[src/rtl/axis_counter_v2_pkg.sv]
// axis_counter_v2_pkg: shared types and LFSR tap table for the axis_counter_v2
// test-pattern generator. The LFSR taps are only consumed when the design is
// built with AXIS_COUNTER_LFSR_EN defined.
package axis_counter_v2_pkg;

  typedef enum logic [1:0] {
    IDLE = 2'd0,
    RUN  = 2'd1,
    GAP  = 2'd2
  } state_t;

  typedef enum logic [1:0] {
    MODE_UP   = 2'd0,
    MODE_DOWN = 2'd1,
    MODE_LFSR = 2'd2,
    MODE_RSVD = 2'd3
  } mode_t;

  // Galois (right-shift) feedback masks for maximal-length LFSRs.
  // Widths outside the table fall back to a single top tap (not maximal).
  function automatic logic [63:0] lfsr_taps(input int width);
    case (width)
      4:       lfsr_taps = 64'h0000_000C;
      5:       lfsr_taps = 64'h0000_0014;
      6:       lfsr_taps = 64'h0000_0030;
      7:       lfsr_taps = 64'h0000_0060;
      8:       lfsr_taps = 64'h0000_00B8;
      9:       lfsr_taps = 64'h0000_0110;
      10:      lfsr_taps = 64'h0000_0240;
      12:      lfsr_taps = 64'h0000_0E08;
      15:      lfsr_taps = 64'h0000_6000;
      16:      lfsr_taps = 64'h0000_B400;
      24:      lfsr_taps = 64'h00E1_0000;
      32:      lfsr_taps = 64'h8020_0003;
      default: lfsr_taps = 64'h1 << (width - 1);
    endcase
  endfunction

endpackage

[src/rtl/axis_counter_v2_pat.sv]
// axis_counter_v2_pat: next-value unit for the pattern generator.
// Computes the following beat value from the current one (up / down / LFSR)
// and the effective run seed. LFSR mode exists only when AXIS_COUNTER_LFSR_EN
// is defined; otherwise mode 2 (and reserved mode 3) count up.
module axis_counter_v2_pat
  import axis_counter_v2_pkg::*;
#(
  parameter int BDATA = 16
) (
  input  mode_t            i_mode,
  input  logic [BDATA-1:0] i_cur,
  input  logic [BDATA-1:0] i_step,
  input  logic [BDATA-1:0] i_seed,
  output logic [BDATA-1:0] o_next,
  output logic [BDATA-1:0] o_seed
);

`ifdef AXIS_COUNTER_LFSR_EN
  localparam logic [63:0]      TAPS64 = lfsr_taps(BDATA);
  localparam logic [BDATA-1:0] TAPS   = TAPS64[BDATA-1:0];
`endif

  // Next beat value; arithmetic wraps modulo 2^BDATA.
  always_comb begin
    o_next = i_cur + i_step;
    case (i_mode)
      MODE_DOWN: o_next = i_cur - i_step;
`ifdef AXIS_COUNTER_LFSR_EN
      MODE_LFSR: o_next = (i_cur >> 1) ^ (i_cur[0] ? TAPS : '0);
`endif
      default:   o_next = i_cur + i_step;
    endcase
  end

  // Run seed; an all-zero LFSR state would lock up, so it is replaced by 1.
  always_comb begin
    o_seed = i_seed;
`ifdef AXIS_COUNTER_LFSR_EN
    if (i_mode == MODE_LFSR && i_seed == '0) o_seed = {{(BDATA-1){1'b0}}, 1'b1};
`endif
  end

endmodule

[src/rtl/axis_counter_v2.sv]
// axis_counter_v2: AXI4-Stream framed test-pattern generator.
// Framing/FSM lives here; value sequencing is in axis_counter_v2_pat.
// Optional feature macro: AXIS_COUNTER_LFSR_EN (mode 2 = Galois LFSR).
module axis_counter_v2
  import axis_counter_v2_pkg::*;
#(
  parameter int BDATA = 16,
  parameter int BUSER = 8,
  parameter int BLEN  = 16
) (
  input  logic             aclk,
  input  logic             aresetn,
  input  logic             cfg_start,
  input  logic [1:0]       cfg_mode,
  input  logic [BLEN-1:0]  cfg_ndata,
  input  logic [BLEN-1:0]  cfg_wait,
  input  logic [BLEN-1:0]  cfg_nframes,
  input  logic [BDATA-1:0] cfg_step,
  input  logic [BDATA-1:0] cfg_seed,
  output logic             m_axis_tvalid,
  input  logic             m_axis_tready,
  output logic [BDATA-1:0] m_axis_tdata,
  output logic [BUSER-1:0] m_axis_tuser,
  output logic             m_axis_tlast,
  output logic             busy,
  output logic [BLEN-1:0]  frames_done
);

  state_t           r_state, w_next_state;
  mode_t            r_mode;
  mode_t            w_pat_mode;
  logic [BDATA-1:0] r_step;
  logic [BLEN-1:0]  r_ndata_m1;
  logic [BLEN-1:0]  r_wait;
  logic [BLEN-1:0]  r_nframes;
  logic [BDATA-1:0] r_data;
  logic [BUSER-1:0] r_user;
  logic [BLEN-1:0]  r_beat;
  logic [BLEN-1:0]  r_gap_cnt;
  logic             r_stop;
  logic [BLEN-1:0]  r_frames_done;
  logic [BDATA-1:0] w_next_data;
  logic [BDATA-1:0] w_seed;
  logic             w_fire;
  logic             w_last;
  logic             w_frame_end;
  logic             w_nframes_hit;
  logic             w_stop_gap;

  function automatic logic [BLEN-1:0] sat_inc(input logic [BLEN-1:0] v);
    return (&v) ? v : v + 1'b1;
  endfunction

  // While IDLE the live mode decides the seed; during a run the latched mode drives stepping.
  assign w_pat_mode = (r_state == IDLE) ? mode_t'(cfg_mode) : r_mode;

  axis_counter_v2_pat #(
    .BDATA (BDATA)
  ) u_pat (
    .i_mode (w_pat_mode),
    .i_cur  (r_data),
    .i_step (r_step),
    .i_seed (cfg_seed),
    .o_next (w_next_data),
    .o_seed (w_seed)
  );

  assign w_fire        = m_axis_tvalid & m_axis_tready;
  assign w_last        = (r_state == RUN) && (r_beat == r_ndata_m1);
  assign w_frame_end   = w_fire & w_last;
  assign w_nframes_hit = (r_nframes != '0) && (r_frames_done == r_nframes - 1'b1);
  assign w_stop_gap    = r_stop | ~cfg_start;

  assign m_axis_tdata = r_data;
  assign m_axis_tuser = r_user;
  assign frames_done  = r_frames_done;

  // State register.
  always_ff @(posedge aclk) begin
    if (!aresetn) r_state <= IDLE;
    else          r_state <= w_next_state;
  end

  // Next-state and stream control outputs.
  always_comb begin
    w_next_state  = r_state;
    m_axis_tvalid = 1'b0;
    m_axis_tlast  = 1'b0;
    busy          = 1'b1;
    case (r_state)
      IDLE: begin
        busy = 1'b0;
        if (cfg_start) w_next_state = RUN;
      end
      RUN: begin
        m_axis_tvalid = 1'b1;
        m_axis_tlast  = w_last;
        if (w_frame_end) begin
          if (w_nframes_hit || !cfg_start) w_next_state = IDLE;
          else if (r_wait != '0)           w_next_state = GAP;
          else                             w_next_state = RUN;
        end
      end
      GAP: begin
        // r_gap_cnt counts down from cfg_wait; 1 marks the final idle cycle.
        if (r_gap_cnt == 1) w_next_state = w_stop_gap ? IDLE : RUN;
      end
      default: w_next_state = IDLE;
    endcase
  end

  // Configuration snapshot, taken only on the IDLE->RUN transition.
  always_ff @(posedge aclk) begin
    if (r_state == IDLE && cfg_start) begin
      r_mode     <= mode_t'(cfg_mode);
      r_step     <= cfg_step;
      r_ndata_m1 <= (cfg_ndata == '0) ? '0 : cfg_ndata - 1'b1;
      r_wait     <= cfg_wait;
      r_nframes  <= cfg_nframes;
    end
  end

  // Beat value, frame index, beat/gap counters and frame tally.
  always_ff @(posedge aclk) begin
    if (!aresetn) begin
      r_data        <= '0;
      r_user        <= '0;
      r_beat        <= '0;
      r_gap_cnt     <= '0;
      r_stop        <= 1'b0;
      r_frames_done <= '0;
    end else begin
      case (r_state)
        IDLE: begin
          if (cfg_start) begin
            r_data        <= w_seed;
            r_user        <= '0;
            r_beat        <= '0;
            r_stop        <= 1'b0;
            r_frames_done <= '0;
          end
        end
        RUN: begin
          if (w_fire) begin
            r_data <= w_next_data;
            if (w_last) begin
              r_beat        <= '0;
              r_user        <= r_user + 1'b1;
              r_frames_done <= sat_inc(r_frames_done);
              r_gap_cnt     <= r_wait;
              r_stop        <= 1'b0;
            end else begin
              r_beat <= r_beat + 1'b1;
            end
          end
        end
        GAP: begin
          r_gap_cnt <= r_gap_cnt - 1'b1;
          if (!cfg_start) r_stop <= 1'b1;
        end
        default: ;
      endcase
    end
  end

endmodule

[config.mk]
export PLATFORM = sky130hd
export DESIGN_NAME = axis_counter_v2
export DESIGN_NICKNAME = d
export VERILOG_FILES = /design/src/rtl/axis_counter_v2_pkg.sv /design/src/rtl/axis_counter_v2_pat.sv /design/src/rtl/axis_counter_v2.sv
export SDC_FILE = /design/constraint.sdc
export NUM_CORES = 1
export LEC_CHECK = 0
export BUFFER_PORTS_ARGS = -buffer_cell sky130_fd_sc_hd__buf_4
export CORE_MARGIN = 2
export CORE_UTILIZATION = 55
export DETAILED_ROUTE_END_ITERATION = 7
export GPL_TIMING_DRIVEN = 0
export PLACE_DENSITY_LB_ADDON = 0.2
export RECOVER_POWER = 50
export SYNTH_ARGS = -nofsm -noshare
export SYNTH_HDL_FRONTEND = slang
export SYNTH_SLANG_ARGS = --single-unit
[constraint.sdc]
create_clock -name aclk -period 7.3 [get_ports aclk]
set_input_delay 0.365 -clock aclk [delete_from_list [all_inputs] [get_ports aclk]]
set_output_delay 0.365 -clock aclk [all_outputs]
set_load 0.01 [all_outputs]
==> out/qor.yml <==
route:
  via_total_after_detailed_routing: 6614
  drt_first_iter_violations: 432
  wire_per_inst_um: 15.7
  avgViaCountPerCell: 5.75
  drt-pass1-iter-count: 6
  wl_um: 18100
  remaining_drc_errors: 0
  drt.antenna.violating_nets: 0
worst_setup_path:
  critPathKind: "flop to flop"
  required_ns: 7.62
  timing.critical_path.arrival_ns: 4.27
  worstSetupEndpointType: "flop"
  critPathMaxFanout: 10
  startpoint_class_of_the_critical_path: "flop"
sta:
  grt_setup_unrepaired: "false"
  finalWorstSetupSlack_ns: 3.35
  worst_clock_skew_ns: 0.00852
  finalHoldViolCount: 0
  maxSlewHeadroom_pct: 20.9
  holdWs_ns: 0.130
  max_freq_ghz: 0.253
  tns_ns: 0
  final-setup-viol-count: 0
  final_min_period_over_clock_period_pct: 54.1
  max_slew.worst_pin.slew_ns: 1.17
  final-max-slew-violation-count: 0
  finalCriticalPeriod_ns: 3.95
logic_synthesis:
  synth_seq_area_share_pct: 45.8
  synthCells: 813
  unique_cell_type_count_in_the_yosys_netlist: 67
  postSynthAreaPerCell_sq_um: 9.34
  synth-edff-count: 66
  syn_nets: 923
  syn_area_sq_mm: 0.00760
  yosys_warnings: 0
  ys_ff_latch: 141
  ys_dominant_reg_cell: "dfxtp_1"
  async_reset_ff_share_pct: 0
final_layout:
  area_growth_syn_to_layout_pct: 21.7
  antenna_diodes: 0
  layout.cells.most_common: "nor2_1"
  post_route_cells_drive_above_1_share_pct: 13.7
  layoutNonFillerInstCount: 1150
  final.fill_count: 1092
  design.final.nets: 1071
  postLayoutCoreUtil_pct: 69.3
  most-common-layout-cells: "nor2_1, dfxtp_1, clkbuf_1, edfxtp_1, nand2_1"
  finalInstanceArea_sq_mm: 0.00925
global_route:
  global_route.overflow_total: 0
  grt.total_usage_pct: 25.4
  grt_pass1_vias: 6183
  wire_length_of_the_first_global_routing_pass_um: 29200
  global_route.usage.met3_pct: 5.29
  fraction_of_met1_tracks_used_by_global_routing_pct: 33.4
  globalRoute.busiestLayer: "met2"
  global_route_met2_utilization_pct: 40.5
  pin_count_of_the_biggest_net_entering_global_routing: 35
  initial_antenna_violation_count: 0
clocking:
  tritoncts: "built"
  max-clock-path-buffers: 2
  cts.repair_timing.setup_buffer_count: 0
  postCtsResizedCells: 0
  cts.clk_slew.worst_paths_ns: 0.06
  numCtsBuffers: 17
  postCtsHoldBufs: 0
  cts_max_level: 4
  cts_num_sinks: 141
  clk-insertion-delay-late_ns: 0.43
  clock-root-buffer: "clkbuf_16"
pwr:
  p_leak_nw: 3.40
  internal_power_consumption_mw: 1.66
  total_switching_power_mw: 0.649
  power_frac_seq_pct: 41.2
  sw_frac_of_total_pct: 28.0
  power.clock.fraction_pct: 38.6
  comb_power_share_pct: 20.1
  power.ir.vdd_worst_mv: 0.231
  power_density_mw_per_mm2: 250
  total_power_mw: 2.31
place:
  gp_congestion: 0.890
  pre_cts_ws_ns: 3.45
  place.port_buffers: 128
  dp_hpwl_um: 13100
  dpl-instance-area_sq_mm: 0.00881
  dp_cells: 1118
die:
  fp.dieW_um: 122
  design.die.area_sq_mm: 0.0148
  fp-row-count: 42
  placeableCoreArea_sq_mm: 0.0133
  initial_utilization_pct: 56.9
  height_of_the_die_um: 122
  ioPinCount: 129
status:
  status: "finished clean"
flow_run:
  drv.max_cap_violation_count: 0
worst_hold_path:
  hold_path_class: "input port to flop"
-- cell usage after synthesis (all sizes together), types with 8 or more instances --
| library cell | number | share of area, % |
|---|---|---|
| or3 | 13 | 1.1 |
| xnor2 | 51 | 5.9 |
| nand4 | 12 | 0.99 |
| or2 | 8 | 0.66 |
| nor4 | 24 | 2.0 |
| nand3 | 28 | 1.8 |
| inv | 24 | 1.2 |
| clkbuf | 23 | 1.2 |
| nor2 | 110 | 5.4 |
| nor3 | 33 | 2.2 |
| o21ai | 27 | 1.8 |
| a21oi | 56 | 3.7 |
| nand2 | 63 | 3.1 |
| dfxtp | 75 | 20 |
| o31ai | 9 | 0.89 |
| xor2 | 46 | 5.3 |
| nor2b | 9 | 0.74 |
| edfxtp | 66 | 26 |
| a31oi | 8 | 0.66 |
| ha | 23 | 3.8 |
-- state kept, by name (all words and copies together) (netlist names) --
name	flops
frames_done	16
m_axis_tdata	16
m_axis_tuser	8
r_beat	16
r_gap_cnt	16
r_mode	2
r_ndata_m1	16
r_nframes	16
r_state	2
r_step	16
r_stop	1
r_wait	16
-- power by group through the flow --
stage	sequential (mW)	combinational, mW	clock, mW
CTS	0.953	0.476	0.903
detailed placement	0.968	0.471	0
global placement	0.974	0.458	0
floorplan	0.964	0.322	0
finish	0.954	0.465	0.894
global route	0.960	0.519	0.940
-- critical path, cell delays in order, from the launching register on --
cell	delay (ns)
dfxtp_1	0.29
clkbuf_1	0.19
or2_2	0.36
a31oi_1	0.27
clkbuf_1	0.38
nor2_1	0.10
a21oi_1	0.34
ha_1	0.30
nor2b_1	0.14
o211ai_1	0.22
a211oi_1	0.15
o31ai_1	0.51
o21ai_0	0.21
mux2i_1	0.15
a32o_1	0.22
-- area by class of cell --
type / instances / area [sq um] / area share, %
plain buffers: 28 / 108 / 1.16
clock buffers: 23 / 479 / 5.18
clock inverters: 9 / 134 / 1.45
inverters: 25 / 93.8 / 1.01
multi-input cells: 619 / 3910 / 42.3
flip-flops and latches: 141 / 3480 / 37.7
well taps: 176 / 220 / 2.38
repair buffers: 129 / 816 / 8.82
-- kinds of logic (layout without fill, tap and decap cells) --
group / after synthesis / after routing / synth area share, %
simple gates: 332 / 332 / 21.5
compound gates: 157 / 157 / 13.5
flops: 141 / 141 / 45.8
xor+xnor: 97 / 97 / 11.2
buf+inv: 53 / 214 / 2.67
fa+ha+maj: 24 / 24 / 4.05
mux: 9 / 9 / 1.22
-- final timing paths --
kind	from	endpoint	slack (ns)	depth (start not counted)
worst max-delay path	r_state[1]	m_axis_tdata[15]	3.35	14
worst min-delay path	cfg_step[5]	r_step[5]	0.13	1
worst max register to register	r_state[1]	m_axis_tdata[15]	3.35	14
worst min register to register	m_axis_tdata[0]	m_axis_tdata[0]	0.47	2
-- routing by layer --
metal	part of all wire [%]	up-vias
met5	0	-
met4	2.3	0
met3	6.4	31
met2	46	225
met1	45	3088
li1	-	3270
No activity file was read; power rests on OpenSTA's default activity.
